**config.mk**
```make
export PLATFORM = sky130hd
export DESIGN_NAME = pc_fetch_gen
export DESIGN_NICKNAME = d
export VERILOG_FILES = /design/src/rtl/pc_pkg.sv /design/src/rtl/pc_fetch_gen_redirect_sel.sv /design/src/rtl/pc_fetch_gen.sv
export SDC_FILE = /design/constraint.sdc
export NUM_CORES = 1
export LEC_CHECK = 0
export CAP_MARGIN = 5
export CORE_MARGIN = 1
export CORE_UTILIZATION = 30
export DETAILED_ROUTE_END_ITERATION = 12
export GPL_TIMING_DRIVEN = 1
export PLACE_DENSITY = 0.67
export SYNTH_ARGS = -nofsm -noshare
export SYNTH_HDL_FRONTEND = slang
export SYNTH_HIERARCHICAL = 1
export SYNTH_SLANG_ARGS = --single-unit
```
**constraint.sdc**
```tcl
create_clock -name clk_in -period 3.4 [get_ports clk_in]
set_input_delay 1.02 -clock clk_in [delete_from_list [all_inputs] [get_ports clk_in]]
set_output_delay 1.02 -clock clk_in [all_outputs]
set_load 0.005 [all_outputs]
```
**src/rtl/pc_pkg.sv**
```systemverilog
// Shared constants for the fetch PC generator:
// PC source codes, FSM encoding, default boot address.
package pc_pkg;

  localparam logic [1:0] PC_SRC_BOOT = 2'b00;
  localparam logic [1:0] PC_SRC_EPC  = 2'b01;
  localparam logic [1:0] PC_SRC_TRAP = 2'b10;
  localparam logic [1:0] PC_SRC_NORM = 2'b11;

  localparam logic [1:0] ST_BOOT = 2'd0;
  localparam logic [1:0] ST_RUN  = 2'd1;
  localparam logic [1:0] ST_HOLD = 2'd2;

  localparam logic [31:0] PC_BOOT_DEFAULT = 32'h0000_0000;

endpackage

```
**src/rtl/pc_fetch_gen_redirect_sel.sv**
```systemverilog
// Combinational redirect priority select plus
// branch-target misalignment check.
module pc_redirect_sel
  import pc_pkg::*;
#(
  parameter int unsigned     XLEN         = 32,
  parameter logic [XLEN-1:0] BOOT_ADDRESS = '0,
  parameter int unsigned     C_EXT        = 0
) (
  input  logic [1:0]      pc_src_i,
  input  logic            branch_taken_i,
  input  logic [XLEN-2:0] iaddr_i,
  input  logic [XLEN-1:0] epc_i,
  input  logic [XLEN-1:0] trap_addr_i,
  output logic            redirect_valid_o,
  output logic [XLEN-1:0] redirect_addr_o,
  output logic            misaligned_o
);

  logic [XLEN-1:0] target;
  logic            tgt_bad;

  assign target  = {iaddr_i, 1'b0};
  assign tgt_bad = (C_EXT == 0) && target[1];

  // A misaligned taken branch is not a redirect.
  always_comb begin
    redirect_valid_o = 1'b0;
    redirect_addr_o  = '0;
    misaligned_o     = 1'b0;
    unique case (1'b1)
      (pc_src_i == PC_SRC_BOOT): begin
        redirect_valid_o = 1'b1;
        redirect_addr_o  = BOOT_ADDRESS;
      end
      (pc_src_i == PC_SRC_TRAP): begin
        redirect_valid_o = 1'b1;
        redirect_addr_o  = trap_addr_i;
      end
      (pc_src_i == PC_SRC_EPC): begin
        redirect_valid_o = 1'b1;
        redirect_addr_o  = epc_i;
      end
      (pc_src_i == PC_SRC_NORM): begin
        if (branch_taken_i) begin
          misaligned_o     = tgt_bad;
          redirect_valid_o = !tgt_bad;
          redirect_addr_o  = target;
        end
      end
      default: ;
    endcase
  end

endmodule

```
**src/rtl/pc_fetch_gen.sv**
```systemverilog
// Registered fetch PC with stall-time redirect
// buffering and misaligned-branch detection.
module pc_fetch_gen
  import pc_pkg::*;
#(
  parameter int unsigned     XLEN         = 32,
  parameter logic [XLEN-1:0] BOOT_ADDRESS =
    XLEN'(PC_BOOT_DEFAULT),
  parameter int unsigned     C_EXT        = 0,
  parameter int unsigned     INCR         = 4
) (
  input  logic            clk_in,
  input  logic            rst_n_in,
  input  logic            ahb_ready_in,
  input  logic [1:0]      pc_src_in,
  input  logic            branch_taken_in,
  input  logic [XLEN-2:0] iaddr_in,
  input  logic [XLEN-1:0] epc_in,
  input  logic [XLEN-1:0] trap_address_in,
  output logic [XLEN-1:0] pc_out,
  output logic [XLEN-1:0] i_addr_out,
  output logic [XLEN-1:0] pc_plus_out,
  output logic            fetch_valid_out,
  output logic            redirect_pending_out,
  output logic            misaligned_instr_out
);

  logic [XLEN-1:0] pc_q, pc_d;
  logic [XLEN-1:0] pend_addr_q, pend_addr_d;
  logic            pend_valid_q, pend_valid_d;
  logic            mis_q, mis_d;
  logic [1:0]      state_q, state_d;

  logic            redir;
  logic [XLEN-1:0] redir_addr;
  logic            mis_now;

  pc_redirect_sel #(
    .XLEN         (XLEN),
    .BOOT_ADDRESS (BOOT_ADDRESS),
    .C_EXT        (C_EXT)
  ) u_sel (
    .pc_src_i         (pc_src_in),
    .branch_taken_i   (branch_taken_in),
    .iaddr_i          (iaddr_in),
    .epc_i            (epc_in),
    .trap_addr_i      (trap_address_in),
    .redirect_valid_o (redir),
    .redirect_addr_o  (redir_addr),
    .misaligned_o     (mis_now)
  );

  assign pc_plus_out = pc_q + XLEN'(INCR);

  // Misalignment freezes everything for one cycle;
  // otherwise advance on ready or buffer on stall.
  always_comb begin
    pc_d         = pc_q;
    pend_addr_d  = pend_addr_q;
    pend_valid_d = pend_valid_q;
    state_d      = state_q;
    mis_d        = mis_now;
    if (mis_now) begin
      pc_d = pc_q;
    end else if (ahb_ready_in) begin
      if (redir)
        pc_d = redir_addr;
      else if (pend_valid_q)
        pc_d = pend_addr_q;
      else
        pc_d = pc_plus_out;
      pend_valid_d = 1'b0;
      state_d      = ST_RUN;
    end else begin
      if (redir) begin
        pend_addr_d  = redir_addr;
        pend_valid_d = 1'b1;
      end
      if (pend_valid_d)
        state_d = ST_HOLD;
      else if (state_q == ST_BOOT)
        state_d = ST_BOOT;
      else
        state_d = ST_RUN;
    end
  end

  // PC, pending redirect, FSM and pulse registers.
  always_ff @(posedge clk_in or negedge rst_n_in) begin
    if (!rst_n_in) begin
      pc_q         <= BOOT_ADDRESS;
      pend_addr_q  <= '0;
      pend_valid_q <= 1'b0;
      mis_q        <= 1'b0;
      state_q      <= ST_BOOT;
    end else begin
      pc_q         <= pc_d;
      pend_addr_q  <= pend_addr_d;
      pend_valid_q <= pend_valid_d;
      mis_q        <= mis_d;
      state_q      <= state_d;
    end
  end

  assign pc_out               = pc_q;
  assign i_addr_out           = pc_q;
  assign fetch_valid_out      = rst_n_in;
  assign redirect_pending_out = pend_valid_q;
  assign misaligned_instr_out = mis_q;

endmodule
```
# ---- Yosys cells after proc, flatten, opt, wreduce, memory -nomap -nowiden
# Index checks and enable logic that the tools add are counted.
dict set report classes {
  n_reduce_logical 7
  n_eq_ne 3
  magnitude_cmp 0
  add_sub_neg 1
  n_shift 0
  n_mux 10
  n_bitwise 2
  n_div 0
  multipliers 0
}
# operator count
set ops {}
lappend ops {{$mux W32} 3}
lappend ops {{$pmux W32 S3} 1}
lappend ops {{$add A32 B3 Y32 const B} 1}
lappend ops {{$mux W1} 5}
lappend ops {{$eq A2 B2 Y1 const B} 2}
lappend ops {{$reduce_and A2 Y1} 2}
lappend ops {{$reduce_and A3 Y1} 1}
lappend ops {{$reduce_or A3 Y1} 1}
lappend ops {{$eq A2 B1 Y1 const B} 1}
lappend ops {{$logic_not A2 Y1} 1}
lappend ops {{$not A1 Y1} 2}
lappend ops {{$pmux W1 S2} 1}
lappend ops {{$reduce_bool A2 Y1} 1}
lappend ops {{$logic_not A1 Y1} 1}
dict set report totals {
  inputBits 101
  out_inout_bits 99
  elab_cells 27
  latchBits 0
  ff_bits 66
  romBits 0
  mem_bits_rw 0
  memories 0
}

# ---- Depth between registers and ports, before layout
# Gate-level depths: netlist of run 1.
dict set report logic_depth {
  depth_word 5
  ltp_mapped 10
  ltp_nobuf 6
}

# ---- Cells and area by module
# The synthesis of run 1 kept the hierarchy.
# module n_inst cells_each seq_area_each_um2 area_each_um2
set by_module_without_submodules {}
lappend by_module_without_submodules {pc_fetch_gen 1 448 1651.6 4232.8}
lappend by_module_without_submodules {pc_redirect_sel 1 151 0.0 969.7}

# ---- Least setup slack after synthesis of run 1
# No wires, ideal clock.
dict set report synth_timing {
  kind {in2reg}
  start {in pc_src_in[0]}
  end {reg pend_addr_q[10]}
  slack_ns 0.386
  arrival_time_ns 2.890
  cell_stages 8
  setup_time_ns 0.125
  path_buffers 4
  required_ns 3.275
  cell_sequence {buf_4 buf_2 o211ai_1 buf_2 inv_1 nor3_1 clkbuf_1 mux2_2}
}
dict set report synth_between {
  elab_chain_cells 4
  elab_cells_between_ends 10
  cone_classes {eq/ne: 3; mux: 3; bitwise: 1; reduce/logical: 3}
}
# item line_no
set synth_lines {}
lappend synth_lines {{start, declared} pc_fetch_gen.sv:15} ;# input logic [1:0] pc_src_in,
lappend synth_lines {{$eq A2 B1 Y1, or another cell as far along} pc_fetch_gen_redirect_sel.sv:40} ;# (pc_src_i == PC_SRC_EPC): begin
lappend synth_lines {{$reduce_or A3 Y1 (no line)} --}
lappend synth_lines {{$pmux W1 S2 (*)} pc_fetch_gen_redirect_sel.sv:31} ;# unique case (1'b1)
lappend synth_lines {{via redir} pc_fetch_gen.sv:34} ;# logic redir;
lappend synth_lines {{$reduce_and A3 Y1 (no line) (*)} --}
lappend synth_lines {{end signal, assigned} pc_fetch_gen.sv:98} ;# pend_addr_q <= pend_addr_d;
lappend synth_lines {{end, declared} pc_fetch_gen.sv:29} ;# logic [XLEN-1:0] pend_addr_q, pend_addr_d;
# Mark *: on every way through the listed nets, which the timed path passes. The rest lies on a longest branch.
# A chain may end at the register's enable or synchronous reset.

# ---- Worst setup path in the final report of run 1
dict set report layout_timing {
  start {reg pc_q[6] (netlist: i_addr_out[6])}
  end {out pc_plus_out[14]}
}
dict set report layout_between {
  elab_chain_cells 1
}
# item line_no
set layout_lines {}
lappend layout_lines {{start, declared} pc_fetch_gen.sv:28} ;# logic [XLEN-1:0] pc_q, pc_d;
lappend layout_lines {{start signal, assigned} pc_fetch_gen.sv:97} ;# pc_q <= pc_d;
lappend layout_lines {{$add A32 B3 Y32} pc_fetch_gen.sv:53} ;# assign pc_plus_out = pc_q + XLEN'(INCR);
lappend layout_lines {{end, declared} pc_fetch_gen.sv:22} ;# output logic [XLEN-1:0] pc_plus_out,
# No other way between the ends.

==> results_dict.tcl, run 1 <==
set metrics [dict create \
    leakage_uw 0.00312 \
    first_pass_iters 5 \
    ys_top_cells_by_area "dfrtp_1 (32%), nand3b_1 (9.1%), mux2_2 (6.7%)" \
    nNetsFinal 884 \
    worstHoldPathType "register to register" \
    cap_violations 0 \
    async_reset_ff_share_pct 100 \
    fp.dieW_um 134 \
    endpoint_kind "output pin" \
    core_um2 16800 \
    area_growth_pct 50.4 \
    grt_pass1_vias 4763 \
    setup_tns_ns 0 \
    postSynthAreaPerCell_um2 8.69 \
    route.vias.total 5412 \
    period_minus_slack_ns 3.29 \
    final_util_pct 46.7 \
    drt_iter0_drc 391 \
    worstSetupPathType "register to output pin" \
    viasPerCell 5.37 \
    p_sw_share_pct 30.0 \
    cts_buffers 9 \
    relSlewSlack_pct 40.1 \
    outcome "finished, final reports clean" \
    gp_congestion 0.861 \
    syn_inst 599 \
    fill_cells 1664 \
    regArea_um2 1660 \
    skew_ns 0.00690 \
    crit_path_start_kind "register" \
    worst-endpoint-required_ns 2.38 \
    synth_ff_type "dfrtp_1" \
    power_frac_comb_pct 36.4 \
    grt_pass1_wl_mm 26.7 \
    antenna_found_initial 0 \
    n_antenna_cell 0 \
    hpwl_mm 13.1 \
    die_h_um 134 \
    synth_edf_count 0 \
    yosys.area.top_type "dfrtp_1" \
    worstMarginPinSlew_ns 0.898 \
    io_buffers 199 \
    synth_top_area_share_pct 31.7 \
    internal-power_uw 2120 \
    max_freq_mhz 304 \
    ys_seq_elements 66 \
    start_util_pct 31.0 \
    yosysMostFrequentCell "dfrtp_1" \
    cp.arrival_ns 2.27 \
    cts-htree-levels 3 \
    post-route-drc-count 0 \
    fp-row-count 47 \
    ys_seq_area_share_pct 31.7 \
    io_pins 200 \
    drive_gt1_share_pct 17.9 \
    cp_max_fo 6 \
    dieArea_um2 17900 \
    yosysWarnings 6 \
    rsz0062_at_grt "false" \
    power.switching_uw 909 \
    clock-sinks 66 \
    fin_crit_sh_pct 96.9 \
    clk_pin_slew_ns 0.05 \
    clk_latency_ns 0.33 \
    multi_input_area_um2 3070 \
    p_clk_share_pct 29.8 \
    power_frac_seq_pct 33.7 \
    setup_viol 0 \
    cts-root-buf "clkbuf_16" \
    clock_path_buffers 2 \
    ant_nets 0 \
    yosys-top-cells-count "dfrtp_1 (66), nand3b_1 (63), buf_4 (42), nand3_1 (42)" \
    drv_slew 0 \
    power_density_nw_per_um2 387 \
    grt.total_usage_pct 19.1 \
    avgRoutedWirePerCell_um 17.3 \
    drt_wl_total_mm 17.4 \
    gr-total-overflow 0 \
    synth_fp_nets 701 \
    cts_tree "yes" \
    hold_viol 0 \
    synth.distinct_cells 59 \
    ctsHoldBuffers 0 \
    vdd_drop_max_mv 0.270 \
    synth_area_um2 5200 \
    grt_max_degree 94 \
]
==> stage by stage <==
step	instances	hold WS [ns]	instance area, µm²	power, µW	setup slack [ns]
after global routing	1007	0.512	7820	3170	0.00280
final	1007	0.498	7820	3030	0.106
after detailed placement	982	0.487	7370	2110	0.166
after global placement	982	0.483	7370	2090	0.209
after CTS	998	0.500	7680	3010	0.00272
after floorplan	599	0.471	5200	1530	0.386
==> power by group through the flow <==
stage	sequential [µW]	clock, µW	combinational (µW)
finish	1020	903	1100
global route	1040	940	1190
CTS	1020	905	1080
detailed placement	1030	0	1080
global placement	1030	0	1070
floorplan	1030	0	493
==> logic make-up (layout without fill, tap and decap cells) <==
kind of cell | count (synthesis) | in the layout | synth area share, %
fa+ha+maj | 1 | 1 | 0.240
simple gates | 257 | 257 | 29.4
flops | 66 | 66 | 31.7
buf+inv | 99 | 287 | 10.7
mux | 37 | 37 | 7.86
xor+xnor | 27 | 27 | 4.55
compound gates | 112 | 112 | 15.6
==> per-layer routing <==
layer / share of wire (%) / GRT usage, %
met1: 48 / 28.3
met2: 45 / 28.7
met3: 6.0 / 3.81
met4: 0.91 / 3.28
met5: 0 / 0
==> placed cells by master, fill, tap and decap left out, drive strengths merged, types with 4 or more instances in the layout <==
cell type / count
a22oi: 9
nand4: 40
nand3b: 63
nor2: 29
xnor2: 21
and4: 6
nor3: 8
dfrtp: 66
o21ai: 24
a31oi: 7
buf: 65
clkdlybuf4s50: 193
a222oi: 5
inv: 10
nor4: 5
mux2: 31
o2bb2ai: 6
a21oi: 12
nand2: 38
o22ai: 6
nor2b: 4
mux2i: 6
xor2: 6
o311ai: 7
nand3: 42
clkbuf: 14
a22o: 8
a211oi: 4
==> worst paths after layout <==
path,startpoint,endpoint,slack [ns],cells after the start
worst max-delay path,i_addr_out[6],pc_plus_out[14],0.11,5
worst min-delay path,pend_addr_q[4],pend_addr_q[4],0.50,1
worst max register to register,redirect_pending_out,i_addr_out[14],1.35,6
worst min register to register,pend_addr_q[4],pend_addr_q[4],0.50,1
max in group asynchronous,rst_n_in,i_addr_out[3],1.84,2
min in group asynchronous,rst_n_in,i_addr_out[26],0.89,2
==> cell type report <==
type | instances | share of cell area, %
clock buffers | 14 | 3.50
well taps | 220 | 3.52
multi-input cells | 434 | 39.2
clock inverters | 2 | 0.128
repair buffers | 261 | 31.9
flip-flops and latches | 66 | 21.2
inverters | 10 | 0.480
==> worst max-delay path, stage by stage (launching register included) <==
cell	delay [ns]
dfrtp_1	0.39
nand4_4	0.16
buf_12	0.17
or4_4	0.55
xnor2_1	0.15
clkdlybuf4s50_1	0.51
==> state kept, by name (all words and copies together), names as in the netlist <==
name / flops
misaligned_instr_out: 1
redirect_pending_out: 1
i_addr_out: 32
pend_addr_q: 32
==> repair_timing <==
| item | 4_1_cts | 5_1_grt |
|---|---|---|
| gates resized for setup | 10 | 15 |
| endpoints found under the setup margin | 14 | 16 |
| hold endpoints to repair | 0 | 0 |
| gates cloned | 0 | 0 |
| pin swaps | 0 | 5 |
| setup buffers | 0 | 9 |
Power figures use the tool's default switching activity.
==> inputs of run 2 (changes only) <==
--- a/config.mk
+++ b/config.mk
@@ -8,9 +8,9 @@
 export CAP_MARGIN = 5
 export CORE_MARGIN = 1
 export CORE_UTILIZATION = 30
+export CTS_BUF_LIST = sky130_fd_sc_hd__clkbuf_16
 export DETAILED_ROUTE_END_ITERATION = 12
 export GPL_TIMING_DRIVEN = 1
-export PLACE_DENSITY = 0.67
 export SYNTH_ARGS = -nofsm -noshare
 export SYNTH_HDL_FRONTEND = slang
 export SYNTH_HIERARCHICAL = 1
==> results_dict.tcl, run 2 (synthesized netlist as in run 1, its figures left out) <==
set metrics [dict create \
    outcome "finished, final reports clean" \
    dpl_cell_area_um2 7310 \
    worstHoldPathType "register to register" \
    fin_crit_sh_pct 99.2 \
    start_util_pct 31.0 \
    endpoint_kind "output pin" \
    leakage_uw 0.00306 \
    ctsHoldBuffers 0 \
    io_buffers 199 \
    avgRoutedWirePerCell_um 18.0 \
    clock-sinks 66 \
    viasPerCell 5.43 \
    cp_max_fo 8 \
    worst-endpoint-required_ns 2.38 \
    cts_tree "yes" \
    die_h_um 134 \
    io_pins 200 \
    cp.arrival_ns 2.35 \
    max_freq_mhz 297 \
    grt_max_degree 94 \
    clk_pin_slew_ns 0.05 \
    power_density_nw_per_um2 389 \
    relSlewSlack_pct 40.5 \
    route.vias.total 5447 \
    use_met1_pct 26.8 \
    grt.busiest_layer "met2" \
    dieArea_um2 17900 \
    drt_wl_total_mm 18.0 \
    r2r-end "i_addr_out[23]" \
    min_path_cells 1 \
    gp_congestion 0.826 \
    hold_viol 0 \
    first_pass_iters 5 \
    crit_path_start_kind "register" \
    design_area_um2 7760 \
    use_met3_pct 3.88 \
    rsz0062_at_grt "true" \
    ff2ff_setup_slack_ns 1.27 \
    crit_chain "nand4_4 -> buf_4 -> nor2_1 -> buf_4 -> nand4_1 -> xnor2_1 -> clkdlybuf4s50_1" \
    r2r_cells 5 \
    worstSetupPathType "register to output pin" \
    slowest_stage "clkdlybuf4s50_1" \
    r2r-start "i_addr_out[5]" \
    cts_buffers 9 \
    setup_viol 0 \
    worstMarginPinSlew_ns 0.893 \
    area_growth_pct 49.2 \
    cp_common_cell "buf_4" \
    n_antenna_cell 0 \
    clock_path_buffers 2 \
    dp_cells 976 \
    fp-row-count 47 \
    period_minus_slack_ns 3.37 \
    drive_gt1_share_pct 17.1 \
    grt_pass1_wl_mm 27.2 \
    cts-htree-levels 3 \
    core_um2 16800 \
    max_stage_delay_ns 0.52 \
    antenna_found_initial 0 \
    final_cells 1004 \
    hold_path.startpoint "pend_addr_q[0]" \
    fp.dieW_um 134 \
    gr-total-overflow 0 \
    cts-root-buf "clkbuf_16" \
    clk_latency_ns 0.34 \
    drv_slew 0 \
    hold_end "pend_addr_q[0]" \
    ant_nets 0 \
    grt_pass1_vias 5046 \
    cap_violations 0 \
    skew_ns 0.00636 \
    layout_commonest_cell "clkdlybuf4s50_1" \
    drt_iter0_drc 490 \
    grt.total_usage_pct 19.6 \
    nNetsFinal 881 \
    hpwl_mm 13.2 \
    final_cell_mix "clkdlybuf4s50_1 (194), nand3b_1 (63), dfrtp_1 (60)" \
    vdd_drop_max_mv 0.254 \
    use_met2_pct 31.5 \
    post-route-drc-count 0 \
]
-- run 2: power by group --
group	internal, µW	switching (µW)	total, µW
clock network	553	346	899
logic	654	445	1100
registers	904	119	1020
-- run 2: metal layers --
layer	vias to the layer above	wire length (µm)
met2	246	8350
met3	15	1170
met5	-	0
met4	0	188
met1	2613	8320
li1	2573	-
-- run 2: worst max-delay path by stage --
| stage | from | endpoint | cells past startpoint |
|---|---|---|---|
| finish | i_addr_out[5] | pc_plus_out[31] | 7 |
| global route | i_addr_out[4] | pc_plus_out[25] | 7 |
| CTS | i_addr_out[10] | pc_plus_out[31] | 6 |
| detailed placement | i_addr_out[3] | pc_plus_out[26] | 7 |
| global placement | branch_taken_in | pend_addr_q[19] | 8 |
| floorplan | pc_src_in[0] | pend_addr_q[10] | 8 |
-- run 2: final cells by class --
type	count	area, µm²
multi-input cells	434	3070
repair buffers	258	2440
flip-flops and latches	66	1660
clock inverters	7	53.8
inverters	10	37.5
well taps	220	275
clock buffers	9	225
fillers	1581	9000
-- run 2: through the flow --
stage / setup WS [ns] / hold slack [ns] / util, % / setup TNS, ns / total power [µW]
after floorplan: 0.386 / 0.471 / - / 0 / 1530
after global placement: 0.196 / 0.482 / 43.6 / 0 / 2090
after detailed placement: 0.159 / 0.487 / 43.6 / 0 / 2110
after CTS: 0.000805 / 0.499 / 45.5 / 0 / 3020
after global routing: -0.0430 / 0.524 / 46.3 / -0.152 / 3170
final: 0.0276 / 0.494 / 46.3 / 0 / 3020
-- run 2: what timing repair did --
item	4_1_cts	5_1_grt
resized for setup	8	16
endpoints found under the hold margin	0	0
pin swaps	2	7
buffers inserted	1	10
setup endpoints to repair	12	11
cloned	0	1
-- run 2: critical path: cells and delay by family, from the launching register on --
kind | cells | cell delay, ns
XOR/XNOR | 1 | 0.19
AND/OR/NAND/NOR | 3 | 0.50
flip-flops | 1 | 0.42
buffers and inverters | 3 | 0.91
